`src/rtl/alu_cmd_sequencer.sv`:
```
// alu_cmd_sequencer: issue stage in front of the combinational ALU.
// Accepts ALU op / LOAD / CLEAR commands, drives registered operands to the
// ALU, captures its result after ALU_LAT cycles into the accumulator and
// presents it on a valid/ready response port.
// Optional feature macro: ALU_SEQ_STICKY_CARRY_EN (sticky carry register).
module alu_cmd_sequencer #(
  parameter int WIDTH   = 6,
  parameter int ALU_LAT = 1
) (
  input  logic             clk,
  input  logic             rst_n,
  input  logic             cmd_valid,
  output logic             cmd_ready,
  input  logic [3:0]       cmd_op,
  input  logic [WIDTH-1:0] cmd_imm,
  output logic [3:0]       alu_ctrl,
  output logic [WIDTH-1:0] alu_a,
  output logic [WIDTH-1:0] alu_b,
  input  logic [WIDTH-1:0] alu_out,
  input  logic             alu_carry,
  input  logic             alu_zero,
  output logic             rsp_valid,
  input  logic             rsp_ready,
  output logic [WIDTH-1:0] rsp_data,
  output logic             rsp_carry,
  output logic             rsp_zero,
  output logic [WIDTH-1:0] acc_q,
  output logic             sticky_carry
);

  localparam logic [3:0] OP_LOAD  = 4'b1111;
  localparam logic [3:0] OP_CLEAR = 4'b1110;

  typedef enum logic [1:0] {
    IDLE  = 2'd0,
    ISSUE = 2'd1,
    RESP  = 2'd2
  } state_t;

  state_t     state_q;
  state_t     state_d;
  logic [2:0] lat_cnt;

  generate
    if (ALU_LAT < 1 || ALU_LAT > 7) begin : g_bad_alu_lat
      $error("alu_cmd_sequencer: ALU_LAT must be within 1..7");
    end
  endgenerate

  assign cmd_ready = (state_q == IDLE);

  // Next-state decode: LOAD/CLEAR skip the ALU, other codes wait out the latency
  always_comb begin
    state_d = state_q;
    case (state_q)
      IDLE: begin
        if (cmd_valid) begin
          if (cmd_op == OP_LOAD || cmd_op == OP_CLEAR) begin
            state_d = RESP;
          end else begin
            state_d = ISSUE;
          end
        end
      end
      ISSUE: begin
        if (lat_cnt == 3'd0) begin
          state_d = RESP;
        end
      end
      RESP: begin
        if (rsp_ready) begin
          state_d = IDLE;
        end
      end
      default: state_d = IDLE;
    endcase
  end

  // State register with synchronous reset
  always_ff @(posedge clk) begin
    if (!rst_n) begin
      state_q <= IDLE;
    end else begin
      state_q <= state_d;
    end
  end

  // Datapath: operand launch, latency count, result capture into accumulator
  always_ff @(posedge clk) begin
    if (!rst_n) begin
      acc_q     <= '0;
      alu_ctrl  <= '0;
      alu_a     <= '0;
      alu_b     <= '0;
      rsp_data  <= '0;
      rsp_carry <= 1'b0;
      rsp_zero  <= 1'b0;
      rsp_valid <= 1'b0;
      lat_cnt   <= '0;
    end else begin
      rsp_valid <= (state_d == RESP);
      case (state_q)
        IDLE: begin
          if (cmd_valid) begin
            if (cmd_op == OP_LOAD) begin
              acc_q     <= cmd_imm;
              rsp_data  <= cmd_imm;
              rsp_carry <= 1'b0;
              rsp_zero  <= (cmd_imm == '0);
            end else if (cmd_op == OP_CLEAR) begin
              acc_q     <= '0;
              rsp_data  <= '0;
              rsp_carry <= 1'b0;
              rsp_zero  <= 1'b1;
            end else begin
              alu_ctrl <= cmd_op;
              alu_a    <= acc_q;
              alu_b    <= cmd_imm;
              lat_cnt  <= 3'(ALU_LAT - 1);
            end
          end
        end
        ISSUE: begin
          if (lat_cnt != 3'd0) begin
            lat_cnt <= lat_cnt - 3'd1;
          end else begin
            acc_q     <= alu_out;
            rsp_data  <= alu_out;
            rsp_carry <= alu_carry;
            rsp_zero  <= alu_zero;
          end
        end
        default: begin
        end
      endcase
    end
  end

`ifdef ALU_SEQ_STICKY_CARRY_EN
  logic sticky_q;

  // Sticky carry: set by any ALU capture reporting carry, cleared by CLEAR
  always_ff @(posedge clk) begin
    if (!rst_n) begin
      sticky_q <= 1'b0;
    end else if (state_q == IDLE && cmd_valid && cmd_op == OP_CLEAR) begin
      sticky_q <= 1'b0;
    end else if (state_q == ISSUE && lat_cnt == 3'd0 && alu_carry) begin
      sticky_q <= 1'b1;
    end
  end

  assign sticky_carry = sticky_q;
`else
  assign sticky_carry = 1'b0;
`endif

endmodule

```
`config.mk`:
```
export PLATFORM = sky130hd
export DESIGN_NAME = alu_cmd_sequencer
export DESIGN_NICKNAME = d
export VERILOG_FILES = /design/src/rtl/alu_cmd_sequencer.sv
export SDC_FILE = /design/constraint.sdc
export NUM_CORES = 1
export LEC_CHECK = 0
export ABC_AREA = 1
export ABC_CLOCK_PERIOD_IN_PS = 1700
export BUFFER_PORTS_ARGS = -buffer_cell sky130_fd_sc_hd__buf_2
export CAP_MARGIN = 5
export CORE_UTILIZATION = 40
export DETAILED_ROUTE_END_ITERATION = 10
export GPL_TIMING_DRIVEN = 1
export MAX_ROUTING_LAYER = met4
export PLACE_DENSITY_LB_ADDON = 0.15
export SLEW_MARGIN = 10
export SYNTH_ARGS = -nofsm -noshare
export SYNTH_HDL_FRONTEND = slang
export SYNTH_SLANG_ARGS = --single-unit
```
`constraint.sdc`:
```
create_clock -name clk -period 1.7 [get_ports clk]
set_clock_uncertainty 0.15 [all_clocks]
set_input_delay 0.085 -clock clk [delete_from_list [all_inputs] [get_ports clk]]
set_output_delay 0.085 -clock clk [all_outputs]
set_load 0.01 [all_outputs]
```
==> Word-level counts from Yosys, hierarchy flattened <==
Cells that the tools add are included.
{ "word_totals": {"register_bits": 30, "output_inout_bits": 33, "in_bits": 22} }
{ "classes": {"n_bitwise": 2, "n_reduce_logical": 9, "mux": 25, "n_addsub": 1, "n_eq_ne": 11} }
{ "op_table": {"columns": ["op", "n"], "rows": [
  ["$mux W6", 4],
  ["$mux W3", 4],
  ["$pmux W6 S2", 1],
  ["$ne A2 B2 Y1 const B", 5],
  ["$eq A4 B4 Y1 const B", 2],
  ["$mux W1", 8],
  ["$mux W2", 4],
  ["$reduce_and A4 Y1", 2],
  ["$logic_not A6 Y1", 1],
  ["$pmux W2 S3", 1],
  ["$pmux W3 S2", 1],
  ["$reduce_and A5 Y1", 1],
  ["$eq A2 B2 Y1 const B", 2],
  ["$pmux W1 S2", 2],
  ["$logic_not A3 Y1", 1],
  ["$ne A3 B1 Y1 const B", 1],
  ["$reduce_bool A3 Y1", 1],
  ["$sub A3 B1 Y3 const B", 1],
  ["$eq A2 B1 Y1 const B", 1],
  ["$logic_not A2 Y1", 1],
  ["$not A1 Y1", 2],
  ["$reduce_bool A2 Y1", 1],
  ["$logic_or A1 B1 Y1", 1]
]} }

==> Longest topological paths before layout <==
Gate-level depths: netlist of the first run.
{ "logic_depth": {"word_depth": 6, "depth_mapped": 9, "depth_no_buf": 9} }

==> Least setup slack after synthesis of the first run <==
No wires, ideal clock.
{ "synth_timing": {"path_type": "register -> register", "start": "register state_q[0]", "end": "register alu_ctrl[0]", "setup_time_ns": 0.116, "t_arrival_ns": 1.097, "path_buffers": 1, "synth_period_minus_slack_ns": 1.363, "required_ns": 1.434, "path_stages_with_launch": 6, "slack_ns": 0.337, "path_cell_list": "dfxtp_1 -> nor2_2 -> nand3_2 -> buf_2 -> o21ai_0 -> nor2_1"} }
{ "synth_between": {"elab_chain_cells": 2} }
{ "synth_rtl": {"columns": ["element", "line", "text"], "rows": [
  ["start: declaration", "40", "state_t state_q;"],
  ["start signal: assignment", "84", "state_q <= state_d;"],
  ["$logic_not A2 Y1", null, null],
  ["via cmd_ready", "13", "output logic cmd_ready,"],
  ["$reduce_and A4 Y1 (no line)", null, null],
  ["end signal: assignment", "116", "alu_ctrl <= cmd_op;"],
  ["end: declaration", "16", "output logic [3:0] alu_ctrl,"]
]} }
The timed path passes the listed nets, and every way through them passes these cells.
A chain may end at the register's enable or synchronous reset.

==> Worst setup path after layout of the first run <==
{ "layout_timing": {"start": "input cmd_op[3]", "end": "register rsp_zero"} }
{ "layout_between": {"elab_chain_cells": 4, "elab_cells_between_ends": 7, "classes_between": "3 x eq/ne; 3 x mux; 1 x reduce/logical"} }
{ "layout_rtl": {"columns": ["element", "line", "text"], "rows": [
  ["start: declaration", "14", "input logic [3:0] cmd_op,"],
  ["$eq A4 B4 Y1", "105", "if (cmd_op == OP_LOAD) begin"],
  ["$mux W1", "105", null],
  ["$mux W1", "104", "if (cmd_valid) begin"],
  ["$pmux W1 S2", "102", "case (state_q)"],
  ["end signal: assignment", "109", "rsp_zero <= (cmd_imm == '0);"],
  ["end signal: assignment", "130", "rsp_zero <= alu_zero;"],
  ["end: declaration", "26", "output logic rsp_zero,"]
]} }
Several ways; a longest one is shown, not always the timed one. The select of a mux whose other input is x is not followed.

==> results.ini, run 1 <==
[pwr]
p_sw_mw=0.559
p_int_mw=1.17
sw_frac_of_total=0.323
clock_power_share=0.252
vdd.ir_drop.worst_mv=0.408
cellLeakagePower_nw=0.917
power_density_nw_per_um2=930
pwr-share-seq=0.476
pwr-share-comb=0.272

[global_route]
grt_pass1_vias=1306
grt.total_usage=0.219
grt_pass1_wl_mm=5.52
overflow=0
antenna_found_initial=0
grt_max_degree=20

[route]
antenna_left=0
routed-via-count=1419
dr.pass1.iters=4
drc=0
drtIter0Drc=82
wirelength_mm=3.40
wl_per_cell_um=11.2
via_per_inst=4.67

[final_layout]
fin_cells=304
layout_common_cells=53 x buf_2, 46 x nor2_1, 36 x nand2_1
fin_nets=283
drive_gt1_frac=0.277
area.growth.synth_to_final_pct=38.6
antenna_cells=0
final_common_cell=buf_2

[yosys]
seq_area_frac_synth=0.447
syn-num-nets=213
synth_cell_types=24
yosysWarnings=0
syn_avg_cell_area_sq_um=7.12
ys_ff_latch=30
syn-cell-area_sq_um=1350
synthCells=189

[floorplan]
pin_count=55
die_w_um=60.0
core_sq_um=3130
die_area_sq_um=3600
initial_core_util=0.430
rows=20
die_h_um=60.0

[critical_path]
r2r_start=lat_cnt[0]
critPathLaunch=cmd_op[3]
r2r_end=rsp_zero
r2r_cells=9
crit_path_end=rsp_zero
arrival_ns=1.58
critPathCaptureType=register
start_kind=input pin
path_class=input pin to register
ff2ff_setup_slack_ns=0.22
crit_fanout=9
cp.required_ns=1.79

[flow_run]
max-cap-violations=0

[clock_network]
cts_buffer_depth=2
clkTransAtPathRegs_ns=0.09
ctsHtreeMaxLevel=2
cts_made_buffers=5
clockRootBuffer=clkbuf_4
clk_latency_ns=0.33
cts_tree=yes
clock-sinks=30
post_cts_buffers=0

[sta]
setup-tns-final_ns=0
max_clock_freq_mhz=669
period_minus_slack_ns=1.49
period_share=0.879
whs_ns=0.0763
finalSetupViolCount=0
finalMaxSlewViolations=0
final-hold-violation-count=0
rsz0062_at_grt=false

[status]
status=completed

[min_path]
hold_start=rsp_ready
min_path_type=input pin to register

[placed_design]
place.detailed.hpwl_mm=2.35
place_inst=277
place.port_buffers=53
place_congestion=0.876

-- critical path, stage by stage --
cell,delay [ns]
dlygate4sd3_1,0.55
buf_2,0.13
nand3_1,0.16
nand2_1,0.16
nand2_2,0.07
nor2_4,0.21
nand3_1,0.10
nand2_1,0.07
inv_1,0.04
-- per-layer routing --
layer	wire length (um)	vias up	track usage
li1	-	733	-
met1	1470	617	0.255
met2	1620	56	0.344
met3	206	13	0.0584
met4	101	0	0.113
met5	0	-	-
-- area by class of cell --
class / instances / area, sq um
fill: 306 / 1260
multi-input combinational: 135 / 624
sequential: 30 / 601
timing repair buffer: 74 / 470
clock buffer: 7 / 55.1
tap: 44 / 55.1
inverter: 13 / 53.8
clock inverter: 1 / 5.00
-- how the worst min path moves through the flow --
stage          cells after the start     endpoint  slack, ns
2_1_floorplan                      2     alu_b[4]       0.08
5_1_grt                            4  alu_ctrl[1]       0.10
3_5_place_dp                       3     alu_b[2]       0.22
3_3_place_gp                       3     alu_b[2]       0.22
6_report                           4   state_q[1]       0.08
4_1_cts                            4  alu_ctrl[1]       0.06
-- state kept, by name (all words and copies together), names as in the netlist --
register,flops
lat_cnt,3
state_q,2
rsp_valid,1
alu_b,6
alu_a,6
alu_ctrl,4
acc_q,6
rsp_zero,1
rsp_carry,1
-- metrics by stage --
step	utilization	worst slack, ns	cell area, sq um	power [mW]
5_1_grt	0.596	0.101	1860	1.86
6_report	0.596	0.206	1860	1.73
3_3_place_gp	0.513	0.165	1600	1.27
3_5_place_dp	0.513	0.134	1600	1.27
4_1_cts	0.593	0.117	1850	1.75
2_1_floorplan	-	0.337	1350	1.13
-- cells in the mapped netlist --
| cell type | count | share of area |
|---|---|---|
| nand2_2 | 3 | 0.014 |
| buf_6 | 1 | 0.0084 |
| o21a_1 | 1 | 0.0056 |
| inv_1 | 10 | 0.028 |
| buf_1 | 1 | 0.0028 |
| nor2_1 | 46 | 0.13 |
| a21oi_1 | 9 | 0.033 |
| o21ai_0 | 12 | 0.045 |
| inv_2 | 1 | 0.0028 |
| nor2_2 | 1 | 0.0047 |
| clkinv_1 | 1 | 0.0028 |
| nand3_2 | 2 | 0.015 |
| ha_1 | 2 | 0.019 |
| nor2_4 | 2 | 0.017 |
| o21ai_1 | 10 | 0.037 |
| nor3_1 | 2 | 0.0074 |
| nand3_1 | 8 | 0.030 |
| buf_2 | 1 | 0.0037 |
| inv_4 | 1 | 0.0047 |
| clkbuf_1 | 1 | 0.0028 |
| nand2_1 | 36 | 0.10 |
| conb_1 | 1 | 0.0028 |
| buf_4 | 7 | 0.039 |
| dfxtp_1 | 30 | 0.45 |
-- power groups by stage --
stage / Combinational [mW] / Clock (mW) / Sequential (mW)
after global routing: 0.538 / 0.486 / 0.835
after floorplan: 0.266 / 0 / 0.867
after global placement: 0.431 / 0 / 0.841
after detailed placement: 0.433 / 0 / 0.841
after CTS: 0.470 / 0.455 / 0.825
final: 0.472 / 0.437 / 0.824
-- logic make-up (layout without fill, tap and decap cells) --
kind of cell	after synthesis	after routing	share of synthesized area
compound gates	32	32	0.121
flops	30	30	0.447
fa+ha+maj	2	2	0.0186
buf+inv	24	95	0.0949
other cells	1	1	0.00279
simple gates	100	100	0.316
-- what timing repair did --
item                                    in CTS  in global routing
gates resized for setup                      0                  2
endpoints found under the hold margin       18                  0
hold buffers                                19                  0
endpoints found under the setup margin       0                  4
Power figures use the tool's default switching activity.
==> run 2, diff against run 1 <==
--- a/constraint.sdc
+++ b/constraint.sdc
@@ -4,2 +4,2 @@
 set_output_delay 0.085 -clock clk [all_outputs]
-set_load 0.01 [all_outputs]
+set_load 0.05 [all_outputs]
==> run 2 against run 1 <==
  * Combinational power grew 49%
  * Sequential cell count is the same
  * Wire length grew 0.26%
  * Non-clock buffer count grew 1
  * Via count shrank 0.70%
  * Die area is the same
  * Sequential share of layout area shrank 0.90 points
  * Global-route usage is the same
  * Highest routed layer unchanged
  * Sequential power is essentially flat
  * Largest power group unchanged
==> results.ini, run 2 (synthesized netlist as in run 1, its figures left out) <==
[status]
status=completed

[clock_network]
ctsHtreeMaxLevel=2  ; unchanged
clkTransAtPathRegs_ns=0.09  ; about the same
cts_buffer_depth=2  ; unchanged
clk_latency_ns=0.34  ; about the same
cts_tree=yes
clockRootBuffer=clkbuf_4
clock-sinks=30  ; unchanged
cts_made_buffers=5  ; unchanged
cts_resized=0  ; unchanged
post_cts_buffers=0  ; unchanged

[floorplan]
die_area_sq_um=3600  ; unchanged
die_h_um=60.0  ; unchanged
rows=20  ; unchanged
pin_count=55  ; unchanged
initial_core_util=0.430  ; unchanged
core_sq_um=3130  ; unchanged
die_w_um=60.0  ; unchanged

[critical_path]
start_kind=register
crit_fanout=9  ; unchanged
critPathCaptureType=register
path_class=register to register
cp.required_ns=1.82  ; +0.03 ns
arrival_ns=1.58  ; about the same

[global_route]
grt_pass1_wl_mm=5.42  ; -1.8%
overflow=0  ; unchanged
grt_pass1_vias=1245  ; -4.7%
grt.total_usage=0.219  ; unchanged
grt_max_degree=20  ; unchanged
antenna_found_initial=0  ; unchanged

[final_layout]
fin_cells=305  ; +0.33%
seq_area_sq_um=601  ; unchanged
reg_top3=acc_q: 6 flops, alu_a: 6 flops, alu_b: 6 flops
multiInputGateArea_sq_um=622  ; -0.40%
nFillCells=303  ; -0.98%
area.growth.synth_to_final_pct=42.6
layout_common_cells=53 x buf_2, 46 x nor2_1, 36 x nand2_1
fin_area_sq_um=1920  ; +2.9%
final_common_cell=buf_2
fin_nets=284  ; +0.35%
drive_gt1_frac=0.284  ; +0.00660
antenna_cells=0  ; unchanged

[placed_design]
place.port_buffers=53  ; unchanged
place_inst=278  ; +0.36%
placed_area_sq_um=1620  ; +0.78%
place.detailed.hpwl_mm=2.29  ; -2.5%
place_congestion=0.845  ; -3.5%
dp_worst_setup_slack_ns=0.267  ; +0.133 ns

[flow_run]
max-cap-violations=0  ; unchanged

[min_path]
min_path_type=input pin to register

[route]
routed-via-count=1409  ; -0.70%
antenna_left=0  ; unchanged
via_per_inst=4.62  ; -1.0%
wirelength_mm=3.41  ; +0.26%
dr.pass1.iters=4  ; unchanged
drtIter0Drc=69  ; -16%
drc=0  ; unchanged
wl_per_cell_um=11.2  ; about the same

[pwr]
vdd.ir_drop.worst_mv=0.921  ; +130%
power_density_nw_per_um2=1190  ; +28%
cellLeakagePower_nw=0.946  ; +3.2%

[sta]
period_minus_slack_ns=1.46  ; -0.0335 ns
period_share=0.859  ; -0.0197
max_clock_freq_mhz=685  ; +2.3%
finalMaxSlewViolations=0  ; unchanged
final-hold-violation-count=0  ; unchanged
setup_ws_ns=0.239  ; +0.0335 ns
setup-tns-final_ns=0  ; unchanged
rsz0062_at_grt=false
finalSetupViolCount=0  ; unchanged

## run 2: changes by cell type in the layout (fill, tap and decap cells not counted), sizes merged
cell,delta
clkbuf,-1
clkinv,-1
bufinv,+2
buf,+1
## run 2: timing repair
item | in CTS | in global routing
hold endpoints to repair | 19 | 0
hold buffers | 19 | 0
endpoints found under the setup margin | 0 | 0
## run 2: worst max-delay path, cell delays in order (launching register included)
cell and delay [ns]:
dfxtp_1 0.32, inv_1 0.09, ha_1 0.15, nand2_1 0.07, nand2_2 0.11, nand2_2 0.07
nor2_4 0.18, nand2_1 0.11, a21oi_1 0.14
## run 2: area by class of cell
cell class	instances	area share
Multi-Input combinational cell	135	0.324
Sequential cell	30	0.313
Timing Repair Buffer	75	0.249
Clock inverter	2	0.0313
Tap cell	44	0.0287
Clock buffer	6	0.0267
Inverter	13	0.0267
## run 2: metrics by stage
| step | utilization | power, mW | hold slack [ns] |
|---|---|---|---|
| 6_report | 0.613 | 2.29 | 0.0399 |
| 5_1_grt | 0.613 | 2.43 | 0.0558 |
| 4_1_cts | 0.613 | 2.30 | 0.0393 |
| 3_5_place_dp | 0.517 | 1.51 | 0.216 |
| 3_3_place_gp | 0.517 | 1.51 | 0.211 |
| 2_1_floorplan | - | 1.37 | 0.0783 |
## run 2: power breakdown
part	internal (mW)	switching, mW
registers	0.779	0.0467
clock network	0.498	0.260
logic	0.198	0.503
total	1.48	0.809
## run 2: path summary, 6_finish.rpt
path	start	end	slack [ns]	depth (start not counted)
max	lat_cnt[0]	acc_q[1]	0.24	8
min	cmd_valid	alu_ctrl[1]	0.04	4
max reg2reg	lat_cnt[0]	acc_q[1]	0.24	8
min reg2reg	lat_cnt[0]	lat_cnt[0]	0.31	2
## run 2: per-layer routing
metal / vias to the layer above / wire (um) / track usage
met5: - / 0 / -
met4: 0 / 21 / 0.0797
met3: 2 / 211 / 0.0801
met2: 46 / 1720 / 0.354
met1: 629 / 1460 / 0.247
li1: 732 / - / -
==> run 3, diff against run 2 <==
--- a/config.mk
+++ b/config.mk
@@ -16,2 +16,3 @@
 export PLACE_DENSITY_LB_ADDON = 0.15
+export REMOVE_ABC_BUFFERS = 1
 export SLEW_MARGIN = 10
==> constraint.sdc (replaced) <==
create_clock -name clk -period 1.7 [get_ports clk]
set_clock_uncertainty 0.15 [all_clocks]
set_input_delay 0 -clock clk [delete_from_list [all_inputs] [get_ports clk]]
set_output_delay 0 -clock clk [all_outputs]
set_load 0.05 [all_outputs]
==> run 3 against run 2 <==
  * Worst setup slack worse by 0.078 ns
  * Hold slack improved by 0.28 ns
  * Clock-buffer cell count fell by 1
  * Final cell count up 0.33%
  * Die area unchanged
  * Critical endpoint is now alu_b[0]
  * Highest routed layer unchanged
==> results.ini, run 3 (synthesized netlist as in run 1, its figures left out) <==
[status]
status=completed

[clock_network]
cts_tree=yes
ctsHtreeMaxLevel=2  ; unchanged
clk_latency_ns=0.33  ; about the same
cts_made_buffers=5  ; unchanged
clockRootBuffer=clkbuf_4
cts_buffer_depth=2  ; unchanged
clock-sinks=30  ; unchanged
clkTransAtPathRegs_ns=0.10  ; about the same

[sta]
max_clock_freq_mhz=650  ; -5.1%
period_minus_slack_ns=1.54  ; +0.0780 ns
finalMaxSlewViolations=0  ; unchanged
final-hold-violation-count=0  ; unchanged
rsz0062_at_grt=false
period_share=0.905  ; +0.0459
finalSetupViolCount=0  ; unchanged

[critical_path]
critical_path_buf_inv_count=1  ; unchanged
cp_slowest_cell=dfxtp_1
crit_chain=nor2_2 > nand3_2 > buf_4 > o21ai_0 > nor2_1
arrival_ns=1.62  ; +0.04 ns
ff2ff_setup_slack_ns=0.16  ; -0.08 ns
start_kind=register
crit_fanout=8  ; -1
cp.required_ns=1.78  ; -0.04 ns
critPathCaptureType=register
crit_family=simple AND/OR/NAND/NOR gates
path_class=register to register
slowest_delay_ns=0.38  ; +0.06 ns
r2r_start=state_q[0]
r2r_end=alu_b[0]
r2r_cells=5  ; -3

[global_route]
overflow=0  ; unchanged
grt.total_usage=0.206  ; -0.0131
grt_use_met2=0.325  ; -0.0286
grt_pass1_vias=1181  ; -5.1%
grt_max_degree=21  ; +5.0%
busiest_layer=met2
use_met3=0.0455  ; -0.0346
grt_util_met1=0.247  ; unchanged
grt_pass1_wl_mm=5.19  ; -4.3%
antenna_found_initial=0  ; unchanged

[min_path]
min_to=alu_ctrl[2]
min_path_cells=2  ; -2
hold_start=alu_ctrl[2]
min_path_type=register to register

[route]
routed-via-count=1367  ; -3.0%
via_per_inst=4.47  ; -3.3%
drtIter0Drc=39  ; -43%
antenna_left=0  ; unchanged
wl_per_cell_um=11.1  ; -0.85%
wirelength_mm=3.39  ; -0.53%
dr.pass1.iters=5  ; +1
drc=0  ; unchanged

[final_layout]
final_common_cell=buf_2
drive_gt1_frac=0.279  ; -0.00490
fin_nets=285  ; +0.35%
area.growth.synth_to_final_pct=40.7
post-route-util=0.605  ; -0.00840
antenna_cells=0  ; unchanged
reg_top3=acc_q: 6 flops, alu_a: 6 flops, alu_b: 6 flops
layout_common_cells=53 x buf_2, 46 x nor2_1, 36 x nand2_1

[floorplan]
pin_count=55  ; unchanged
die_area_sq_um=3600  ; unchanged
die_w_um=60.0  ; unchanged
die_h_um=60.0  ; unchanged
rows=20  ; unchanged
core_sq_um=3130  ; unchanged
initial_core_util=0.430  ; unchanged

[pwr]
cellLeakagePower_nw=0.935  ; -1.2%
p_int_mw=1.28  ; -13%
clock_power_share=0.269  ; -0.063
sw_frac_of_total=0.386  ; +0.0318
p_sw_mw=0.806  ; -0.44%
pwr-share-seq=0.395  ; +0.034
pwr-share-comb=0.336  ; +0.029
power_density_nw_per_um2=1100  ; -7.4%
finalPower_mw=2.09  ; -8.7%
vdd.ir_drop.worst_mv=0.861  ; -6.5%

[flow_run]
max-cap-violations=0  ; unchanged

[placed_design]
place.port_buffers=53  ; unchanged
place_congestion=0.811  ; -4.0%
place.detailed.hpwl_mm=2.25  ; -1.5%

## run 3: changes by cell type in the layout (fill, tap and decap cells not counted)
cell | previous run | this run
bufinv_16 | 2 | 1
clkinv_2 | 0 | 2
nor2_2 | 0 | 1
buf_4 | 3 | 2
clkbuf_8 | 1 | 0
dlygate4sd3_1 | 19 | 21
nor2_4 | 3 | 2
## run 3: per-stage QoR
stage                     hold WS, ns  cell area, sq um  setup TNS (ns)  setup WS [ns]  instances
after global placement          0.127              1600               0          0.238        277
after global routing            0.326              1890               0         0.0202        306
after detailed placement        0.127              1600               0          0.194        277
after CTS                       0.316              1890               0          0.173        306
final                           0.320              1890               0          0.161        306
after floorplan               -0.0296              1270           -1.27         -0.121        178
## run 3: power groups by stage
stage | Combinational [mW] | Clock, mW | Sequential, mW
after floorplan | 0.250 | 0 | 1.09
final | 0.701 | 0.562 | 0.825
after detailed placement | 0.663 | 0 | 0.840
after global placement | 0.665 | 0 | 0.841
after global routing | 0.761 | 0.615 | 0.836
after CTS | 0.701 | 0.569 | 0.824
## run 3: tightest hold or removal path, delay by kind of cell, from the launching register on
kind             cells  cell delay (ns)
DFF                  1             0.33
and+or+nand+nor      2             0.11
## run 3: final cells by class
cell class | count | area, sq um
Fill cell | 320 | 1240
Multi-Input combinational cell | 135 | 617
Sequential cell | 30 | 601
Timing Repair Buffer | 76 | 490
Tap cell | 44 | 55.1
Inverter | 13 | 51.3
Clock inverter | 3 | 40.0
Clock buffer | 5 | 37.5
## run 3: worst max path at each step
stage                      end       start  cells after the start
floorplan           lat_cnt[1]  state_q[0]                      6
global placement      alu_a[4]  state_q[0]                      5
detailed placement  lat_cnt[1]  state_q[0]                      6
CTS                 lat_cnt[1]  state_q[0]                      6
global route          alu_b[5]  state_q[0]                      5
finish                alu_b[0]  state_q[0]                      5
## run 3: layer usage
layer / vias to the layer above / share of wire
li1: 732 / -
met1: 597 / 0.47
met2: 33 / 0.47
met3: 5 / 0.036
met4: 0 / 0.014
met5: - / 0
## run 3: repair_timing
item / 4_1_cts / 5_1_grt
gates resized for setup: 0 / 0
hold buffers: 21 / 0
endpoints found under the hold margin: 26 / 0
setup buffers: 0 / 0
